### config.mk
export PLATFORM = sky130hd
export DESIGN_NAME = sync_fifo_ctrl_flat
export DESIGN_NICKNAME = d
export VERILOG_FILES = /design/src/rtl/sync_fifo_pkg.sv /design/src/rtl/sync_fifo_if.sv /design/src/rtl/sync_fifo_ctrl_mem.sv /design/src/rtl/sync_fifo_ctrl.sv /design/src/flat_wrapper.sv
export SDC_FILE = /design/constraint.sdc
export NUM_CORES = 1
export LEC_CHECK = 0
export BUFFER_PORTS_ARGS = -buffer_cell sky130_fd_sc_hd__buf_2
export CAP_MARGIN = 25
export CORE_MARGIN = 2
export CORE_UTILIZATION = 55
export DETAILED_ROUTE_END_ITERATION = 10
export GPL_TIMING_DRIVEN = 0
export HOLD_SLACK_MARGIN = 0.12
export PLACE_DENSITY = 0.7
export SYNTH_ARGS = -nofsm -noshare
export SYNTH_HDL_FRONTEND = slang
export SYNTH_SLANG_ARGS = --single-unit
### constraint.sdc
create_clock -name clk -period 7.6 [get_ports clk]
set_input_delay 0.38 -clock clk [delete_from_list [all_inputs] [get_ports clk]]
set_output_delay 0.38 -clock clk [all_outputs]
set_load 0.05 [all_outputs]
### src/rtl/sync_fifo_pkg.sv
// Shared constants and helpers for the synchronous FIFO controller.
// Build option: FIFO_WATERMARK_EN adds the peak-occupancy output.
package sync_fifo_pkg;

  localparam int AFULL_MIN  = 1;
  localparam int AEMPTY_MIN = 0;

  function automatic int fifo_depth(input int aw);
    return 1 << aw;
  endfunction

  function automatic int count_width(input int depth);
    return $clog2(depth) + 1;
  endfunction

  function automatic bit thresh_ok(
    input int depth,
    input int af,
    input int ae
  );
    return (af >= AFULL_MIN) && (af <= depth) &&
           (ae >= AEMPTY_MIN) && (ae <= depth - 1);
  endfunction

endpackage

### src/rtl/sync_fifo_if.sv
// Producer/consumer bundle of the synchronous FIFO.
// master drives requests, slave is the FIFO itself.
interface sync_fifo_if #(
  parameter int DATA_WIDTH = 16,
  parameter int ADDR_WIDTH = 4
);

  logic                  wr_en;
  logic [DATA_WIDTH-1:0] wr_data;
  logic                  rd_en;
  logic [DATA_WIDTH-1:0] rd_data;
  logic                  rd_valid;
  logic                  full;
  logic                  empty;
  logic                  almost_full;
  logic                  almost_empty;
  logic [ADDR_WIDTH:0]   count;
  logic                  overflow;
  logic                  underflow;

  modport master (
    output wr_en, wr_data, rd_en,
    input  rd_data, rd_valid, full, empty,
    input  almost_full, almost_empty, count,
    input  overflow, underflow
  );

  modport slave (
    input  wr_en, wr_data, rd_en,
    output rd_data, rd_valid, full, empty,
    output almost_full, almost_empty, count,
    output overflow, underflow
  );

endinterface

### src/rtl/sync_fifo_ctrl_mem.sv
// Flop-array storage with one write port and a registered,
// read-enabled read port. Storage is not reset; rdata is.
module fifo_mem_2p
  import sync_fifo_pkg::*;
#(
  parameter int DATA_WIDTH = 16,
  parameter int ADDR_WIDTH = 4
) (
  input  logic                  clk,
  input  logic                  rst,
  input  logic                  we,
  input  logic [ADDR_WIDTH-1:0] waddr,
  input  logic [DATA_WIDTH-1:0] wdata,
  input  logic                  re,
  input  logic [ADDR_WIDTH-1:0] raddr,
  output logic [DATA_WIDTH-1:0] rdata
);

  localparam int DEPTH = fifo_depth(ADDR_WIDTH);

  logic [DATA_WIDTH-1:0] mem_q [DEPTH];
  logic [DATA_WIDTH-1:0] mem_d [DEPTH];
  logic [DATA_WIDTH-1:0] rdata_q;
  logic [DATA_WIDTH-1:0] rdata_d;

  always_comb begin
    mem_d = mem_q;
    if (we) mem_d[waddr] = wdata;
  end

  always_comb begin
    rdata_d = rdata_q;
    if (re) rdata_d = mem_q[raddr];
  end

  always_ff @(posedge clk) begin
    mem_q <= mem_d;
  end

  always_ff @(posedge clk) begin
    if (rst) rdata_q <= '0;
    else     rdata_q <= rdata_d;
  end

  assign rdata = rdata_q;

endmodule

### src/rtl/sync_fifo_ctrl.sv
// Single-clock FIFO controller: pointers, occupancy, flags, error pulses.
// Build option: FIFO_WATERMARK_EN adds max_level (peak count since reset).
module sync_fifo_ctrl
  import sync_fifo_pkg::*;
#(
  parameter int DATA_WIDTH    = 16,
  parameter int ADDR_WIDTH    = 4,
  parameter int AFULL_THRESH  = 12,
  parameter int AEMPTY_THRESH = 2
) (
  input  logic               clk,
  input  logic               rst,
  sync_fifo_if.slave         bus
`ifdef FIFO_WATERMARK_EN
  ,
  output logic [ADDR_WIDTH:0] max_level
`endif
);

  localparam int DEPTH = fifo_depth(ADDR_WIDTH);
  localparam int CW    = count_width(DEPTH);
  localparam bit THRESH_OK =
    thresh_ok(DEPTH, AFULL_THRESH, AEMPTY_THRESH);

  logic [ADDR_WIDTH-1:0] wr_ptr_q, wr_ptr_d;
  logic [ADDR_WIDTH-1:0] rd_ptr_q, rd_ptr_d;
  logic [CW-1:0]         count_q, count_d;
  logic                  full_q, full_d;
  logic                  empty_q, empty_d;
  logic                  afull_q, afull_d;
  logic                  aempty_q, aempty_d;
  logic                  ovf_q, ovf_d;
  logic                  unf_q, unf_d;
  logic                  rd_valid_q, rd_valid_d;
  logic                  wr_acc;
  logic                  rd_acc;

  // Acceptance looks only at registered flags, never same-cycle requests.
  always_comb begin
    wr_acc     = bus.wr_en & ~full_q;
    rd_acc     = bus.rd_en & ~empty_q;
    wr_ptr_d   = wr_ptr_q + ADDR_WIDTH'(wr_acc);
    rd_ptr_d   = rd_ptr_q + ADDR_WIDTH'(rd_acc);
    count_d    = count_q + CW'(wr_acc) - CW'(rd_acc);
    full_d     = (count_d == CW'(DEPTH));
    empty_d    = (count_d == '0);
    afull_d    = (count_d >= CW'(AFULL_THRESH));
    aempty_d   = (count_d <= CW'(AEMPTY_THRESH));
    ovf_d      = bus.wr_en & full_q;
    unf_d      = bus.rd_en & empty_q;
    rd_valid_d = rd_acc;
  end

  always_ff @(posedge clk) begin
    if (rst) begin
      wr_ptr_q   <= '0;
      rd_ptr_q   <= '0;
      count_q    <= '0;
      full_q     <= 1'b0;
      empty_q    <= 1'b1;
      afull_q    <= 1'b0;
      aempty_q   <= 1'b1;
      ovf_q      <= 1'b0;
      unf_q      <= 1'b0;
      rd_valid_q <= 1'b0;
    end else begin
      wr_ptr_q   <= wr_ptr_d;
      rd_ptr_q   <= rd_ptr_d;
      count_q    <= count_d;
      full_q     <= full_d;
      empty_q    <= empty_d;
      afull_q    <= afull_d;
      aempty_q   <= aempty_d;
      ovf_q      <= ovf_d;
      unf_q      <= unf_d;
      rd_valid_q <= rd_valid_d;
    end
  end

  always_ff @(posedge clk) begin
    if (!rst) assert (THRESH_OK);
  end

  fifo_mem_2p #(
    .DATA_WIDTH (DATA_WIDTH),
    .ADDR_WIDTH (ADDR_WIDTH)
  ) u_mem (
    .clk   (clk),
    .rst   (rst),
    .we    (wr_acc & ~rst),
    .waddr (wr_ptr_q),
    .wdata (bus.wr_data),
    .re    (rd_acc & ~rst),
    .raddr (rd_ptr_q),
    .rdata (bus.rd_data)
  );

`ifdef FIFO_WATERMARK_EN
  logic [CW-1:0] max_level_q, max_level_d;

  always_comb begin
    max_level_d = max_level_q;
    if (count_d > max_level_q) max_level_d = count_d;
  end

  always_ff @(posedge clk) begin
    if (rst) max_level_q <= '0;
    else     max_level_q <= max_level_d;
  end

  assign max_level = max_level_q;
`endif

  assign bus.rd_valid     = rd_valid_q;
  assign bus.full         = full_q;
  assign bus.empty        = empty_q;
  assign bus.almost_full  = afull_q;
  assign bus.almost_empty = aempty_q;
  assign bus.count        = count_q;
  assign bus.overflow     = ovf_q;
  assign bus.underflow    = unf_q;

endmodule

### src/flat_wrapper.sv
// flat-port wrapper written by rule: the top's interface ports become plain ports
module sync_fifo_ctrl_flat import sync_fifo_pkg::*;
#(
  parameter int DATA_WIDTH    = 16,
  parameter int ADDR_WIDTH    = 4,
  parameter int AFULL_THRESH  = 12,
  parameter int AEMPTY_THRESH = 2
)
  (clk, rst, bus_wr_en, bus_wr_data, bus_rd_en, bus_rd_data, bus_rd_valid, bus_full, bus_empty, bus_almost_full, bus_almost_empty, bus_count, bus_overflow, bus_underflow);
  sync_fifo_if #(.DATA_WIDTH(DATA_WIDTH), .ADDR_WIDTH(ADDR_WIDTH)) bus_i ();
  input  logic clk;
  input  logic rst;
  input wire logic [$bits(bus_i.wr_en)-1:0] bus_wr_en;
  input wire logic [$bits(bus_i.wr_data)-1:0] bus_wr_data;
  input wire logic [$bits(bus_i.rd_en)-1:0] bus_rd_en;
  output wire logic [$bits(bus_i.rd_data)-1:0] bus_rd_data;
  output wire logic [$bits(bus_i.rd_valid)-1:0] bus_rd_valid;
  output wire logic [$bits(bus_i.full)-1:0] bus_full;
  output wire logic [$bits(bus_i.empty)-1:0] bus_empty;
  output wire logic [$bits(bus_i.almost_full)-1:0] bus_almost_full;
  output wire logic [$bits(bus_i.almost_empty)-1:0] bus_almost_empty;
  output wire logic [$bits(bus_i.count)-1:0] bus_count;
  output wire logic [$bits(bus_i.overflow)-1:0] bus_overflow;
  output wire logic [$bits(bus_i.underflow)-1:0] bus_underflow;
  assign bus_i.wr_en = bus_wr_en;
  assign bus_i.wr_data = bus_wr_data;
  assign bus_i.rd_en = bus_rd_en;
  assign bus_rd_data = bus_i.rd_data;
  assign bus_rd_valid = bus_i.rd_valid;
  assign bus_full = bus_i.full;
  assign bus_empty = bus_i.empty;
  assign bus_almost_full = bus_i.almost_full;
  assign bus_almost_empty = bus_i.almost_empty;
  assign bus_count = bus_i.count;
  assign bus_overflow = bus_i.overflow;
  assign bus_underflow = bus_i.underflow;
  sync_fifo_ctrl #(.DATA_WIDTH(DATA_WIDTH), .ADDR_WIDTH(ADDR_WIDTH), .AFULL_THRESH(AFULL_THRESH), .AEMPTY_THRESH(AEMPTY_THRESH)) u_core (.clk(clk), .rst(rst), .bus(bus_i));
endmodule
==> run summary <==
===============================================================================
Total length of routed met3 wires                                       1630 um
Final hold violation count                                                    0
Final Instance Area                                                 0.0132 mm^2
Fin crit share                                                            35.5%
Starting density of the core                                              55.8%
Required arrival time at the worst endpoint                             7.83 ns
Main area contributors after synthesis                             edfxtp_1 (68%), mux2i_1 (7.3%), dfxtp_1 (6.4%)
Worst-path clk slew                                                     0.06 ns
Cell at the slowest stage of the critical path                           nor3_2
Class of the tightest hold or removal check                        input pin to flop
WL final                                                               24500 um
Final Hold Slack                                                       0.237 ns
Post-DR wirelength/cell                                                 24.5 um
Peak Freq                                                               371 MHz
Number of violations of the max-capacitance limit                             0
Most frequent cells in the layout                                  edfxtp_1 (256), mux2i_1 (82), buf_2 (56), dfxtp_1 (36), clkbuf_16 (29)
Relative contribution of the clock network to total power                 38.4%
Initial antenna violation count                                               0
Total routing resource utilization after global routing                   23.3%
Minimum clock period                                                    2.70 ns
Slew Viols, Final                                                             0
Net Sw Frac                                                               25.0%
Number of DRC violations after detailed-routing iteration 0                 504
Seq/Total Area, Yosys                                                     74.8%
Residual DRC                                                                  0
Post-CTS resize count                                                         0
Number of nets in the synthesized netlist                                   642
Met2 wirelength from detailed routing                                  12500 um
Maximum fanout along the worst path                                           9
Number of buffers on the longest clock path                                   3
Number of CTS-inserted buffers                                               29
Clock latency on the worst-skew pair                                    0.53 ns
Global route total overflow                                                   0
Post-DRT Antenna Nets                                                         0
Core Box Area                                                       0.0202 mm^2
Pin count of the biggest net entering global routing                         17
Number of diodes added for antenna fixing                                     0
Part of the total power dissipated in sequential elements                 46.3%
Reported leakage power                                               0.00436 uW
Count of nets after finishing                                               739
Die Outline Area                                                    0.0216 mm^2
Gate count after technology mapping                                         614
Layout Area Growth over Synthesis                                         17.2%
Vias per Instance                                                          6.00
Register bit count reported by yosys                                        292
Fill count                                                                 1392
Via count of the routed design                                             6018
Height of the chip                                                       147 um
FF+latch area                                                      0.00841 mm^2
Sum of internal, switching and leakage power                            3970 uW
Top layer reached by signal wires                                          met4
Least-Margin Pin Slew                                                   1.04 ns
M1 WL                                                                   9850 um
Cell-by-cell listing of the critical path                          dlygate4sd3_1 -> buf_2 -> nor2b_1 -> nand2b_1 -> or3_1 -> nor3_2 -> buf_8
Maximum level of the CTS H-tree                                               1
Last weighted congestion value of the routability-driven placer           0.893
Vias in the first global route                                             6187
Netlist area before placement                                       0.0112 mm^2
Type of element capturing the critical path                                flop
Footprint of the multi-input gates                                 0.00264 mm^2
Number of warnings issued by yosys                                            0
Category of the most critical setup path                           input pin to flop
Horiz. Die Dim                                                           147 um
RSZ-0062 raised after global routing                                      false
Post-Place Cell Area                                                0.0121 mm^2
Cell type with the largest total area after synthesis                  edfxtp_1
Clock tree from TritonCTS                                                   yes
Fraction of power consumed by combinational cells                         15.3%
Top Ports                                                                    48
Launching element type of the critical path                           input pin
Setup-failing EPs final                                                       0
Power per cell area                                                 301 mW/mm^2
DP Wirelength                                                          16100 um
Detailed-routing iteration count for the pre-antenna-repair pass              5
Avg Inst Size Synth                                                   18.3 um^2
Max_slew headroom                                                         30.3%
WP data arrival                                                         2.93 ns
Internal                                                                2980 uW
Setup_tns                                                                  0 ns
Top-area cell type share of the netlist area                              68.4%
Result of the run                                                  complete, no violations
Peak VDD IR                                                            0.261 mV
Unique masters post-synth                                                    42
Standard-cell rows                                                           52
Most common library cell in the layout ignoring fill and taps          edfxtp_1
Worst clock skew on the final layout                                 0.00821 ns
Peak per-stage delay on the critical path                               0.82 ns
Port-buffer cells                                                            47
Fraction of layout instances using a drive strength above 1               25.5%
Reported net switching power                                             993 uW
Clk Tree Root Cell                                                    clkbuf_16
Clock sinks                                                                 292
Wire length of the first global-routing pass                           37200 um
===============================================================================
==> critical path: cells and delay by family <==
family,cells,cell delay (ns)
AND/OR/NAND/NOR,4,1.67
buffers and inverters,3,0.87
==> area by class of cell <==
class | count | area share (%)
buffer | 32 | 1.66
clock buffer | 41 | 6.30
clock inverter | 12 | 1.61
inverter | 8 | 0.228
multi-input combinational | 282 | 20.0
sequential | 292 | 63.8
tap | 270 | 2.56
timing repair buffer | 66 | 3.83
==> worst paths after layout <==
| kind | from | endpoint | slack (ns) | cells past startpoint |
|---|---|---|---|---|
| setup reg to reg | u_core.bus.full | u_core.u_mem.mem_q[251] | 5.06 | 5 |
| hold reg to reg | u_core.u_mem.rdata[8] | u_core.u_mem.rdata[8] | 0.45 | 2 |
| setup / recovery | bus_wr_en | u_core.u_mem.mem_q[251] | 4.90 | 7 |
| hold / removal | bus_wr_data[4] | u_core.u_mem.mem_q[132] | 0.24 | 1 |
==> timing repair <==
| action | CTS | global route |
|---|---|---|
| setup buffers | 0 | 0 |
| hold buffers | 2 | 0 |
| hold endpoints to repair | 2 | 0 |
==> flip-flops by register name, summed over array words and instances (netlist names) <==
name                     flops
u_core.bus.almost_empty      1
u_core.bus.almost_full       1
u_core.bus.count             5
u_core.bus.empty             1
u_core.bus.full              1
u_core.bus.overflow          1
u_core.bus.rd_valid          1
u_core.bus.underflow         1
u_core.rd_ptr_q              4
u_core.u_mem.mem_q         256
u_core.u_mem.rdata          16
u_core.wr_ptr_q              4
==> power by group through the flow <==
stage | registers, uW | clock network, uW | logic [uW]
CTS | 1840 | 1540 | 608
finish | 1840 | 1520 | 608
global placement | 1870 | 0 | 579
detailed placement | 1870 | 0 | 602
global route | 1850 | 1600 | 650
floorplan | 1990 | 0 | 314
==> stage by stage <==
stage | std cells | utilization [%] | setup WS [ns]
floorplan | 614 | - | 4.84
global placement | 931 | 58.6 | 3.63
detailed placement | 948 | 60.1 | 4.94
CTS | 1003 | 65.4 | 4.92
global route | 1003 | 65.4 | 4.80
finish | 1003 | 65.4 | 4.90
==> layer usage <==
layer  vias up  global-route usage [%]
met5         -                       0
met4         0                    6.73
met3        39                    2.86
met2       244                    40.1
met1      3106                    31.8
li1       2629                       -
==> Yosys cell counts (all sizes together) <==
master,n
edfxtp,256
mux2i,82
dfxtp,36
nor2,29
a22oi,28
mux4,28
buf,26
o21ai,16
a32oi,15
nand2,10
nor2b,10
inv,8
nand2b,8
nand3,8
ha,7
clkbuf,6
xor2,6
a21oi,5
nor3,5
xnor2,4
a211oi,3
and2b,3
a21o,2
a41o,2
and2,2
a22o,1
a311oi,1
and3,1
and3b,1
fa,1
mux2,1
nand4,1
o31ai,1
or3,1
==> kinds of logic after synthesis <==
group / synth area share (%)
DFF: 74.8
AOI/OAI and AO/OA: 4.71
xor gates and xnor gates: 0.779
and+or+nand+nor: 3.57
buffers and inverters: 2.21
muxes: 13.0
adders and majority gates: 0.957
Note: power is estimated with default switching activity, not from simulation.
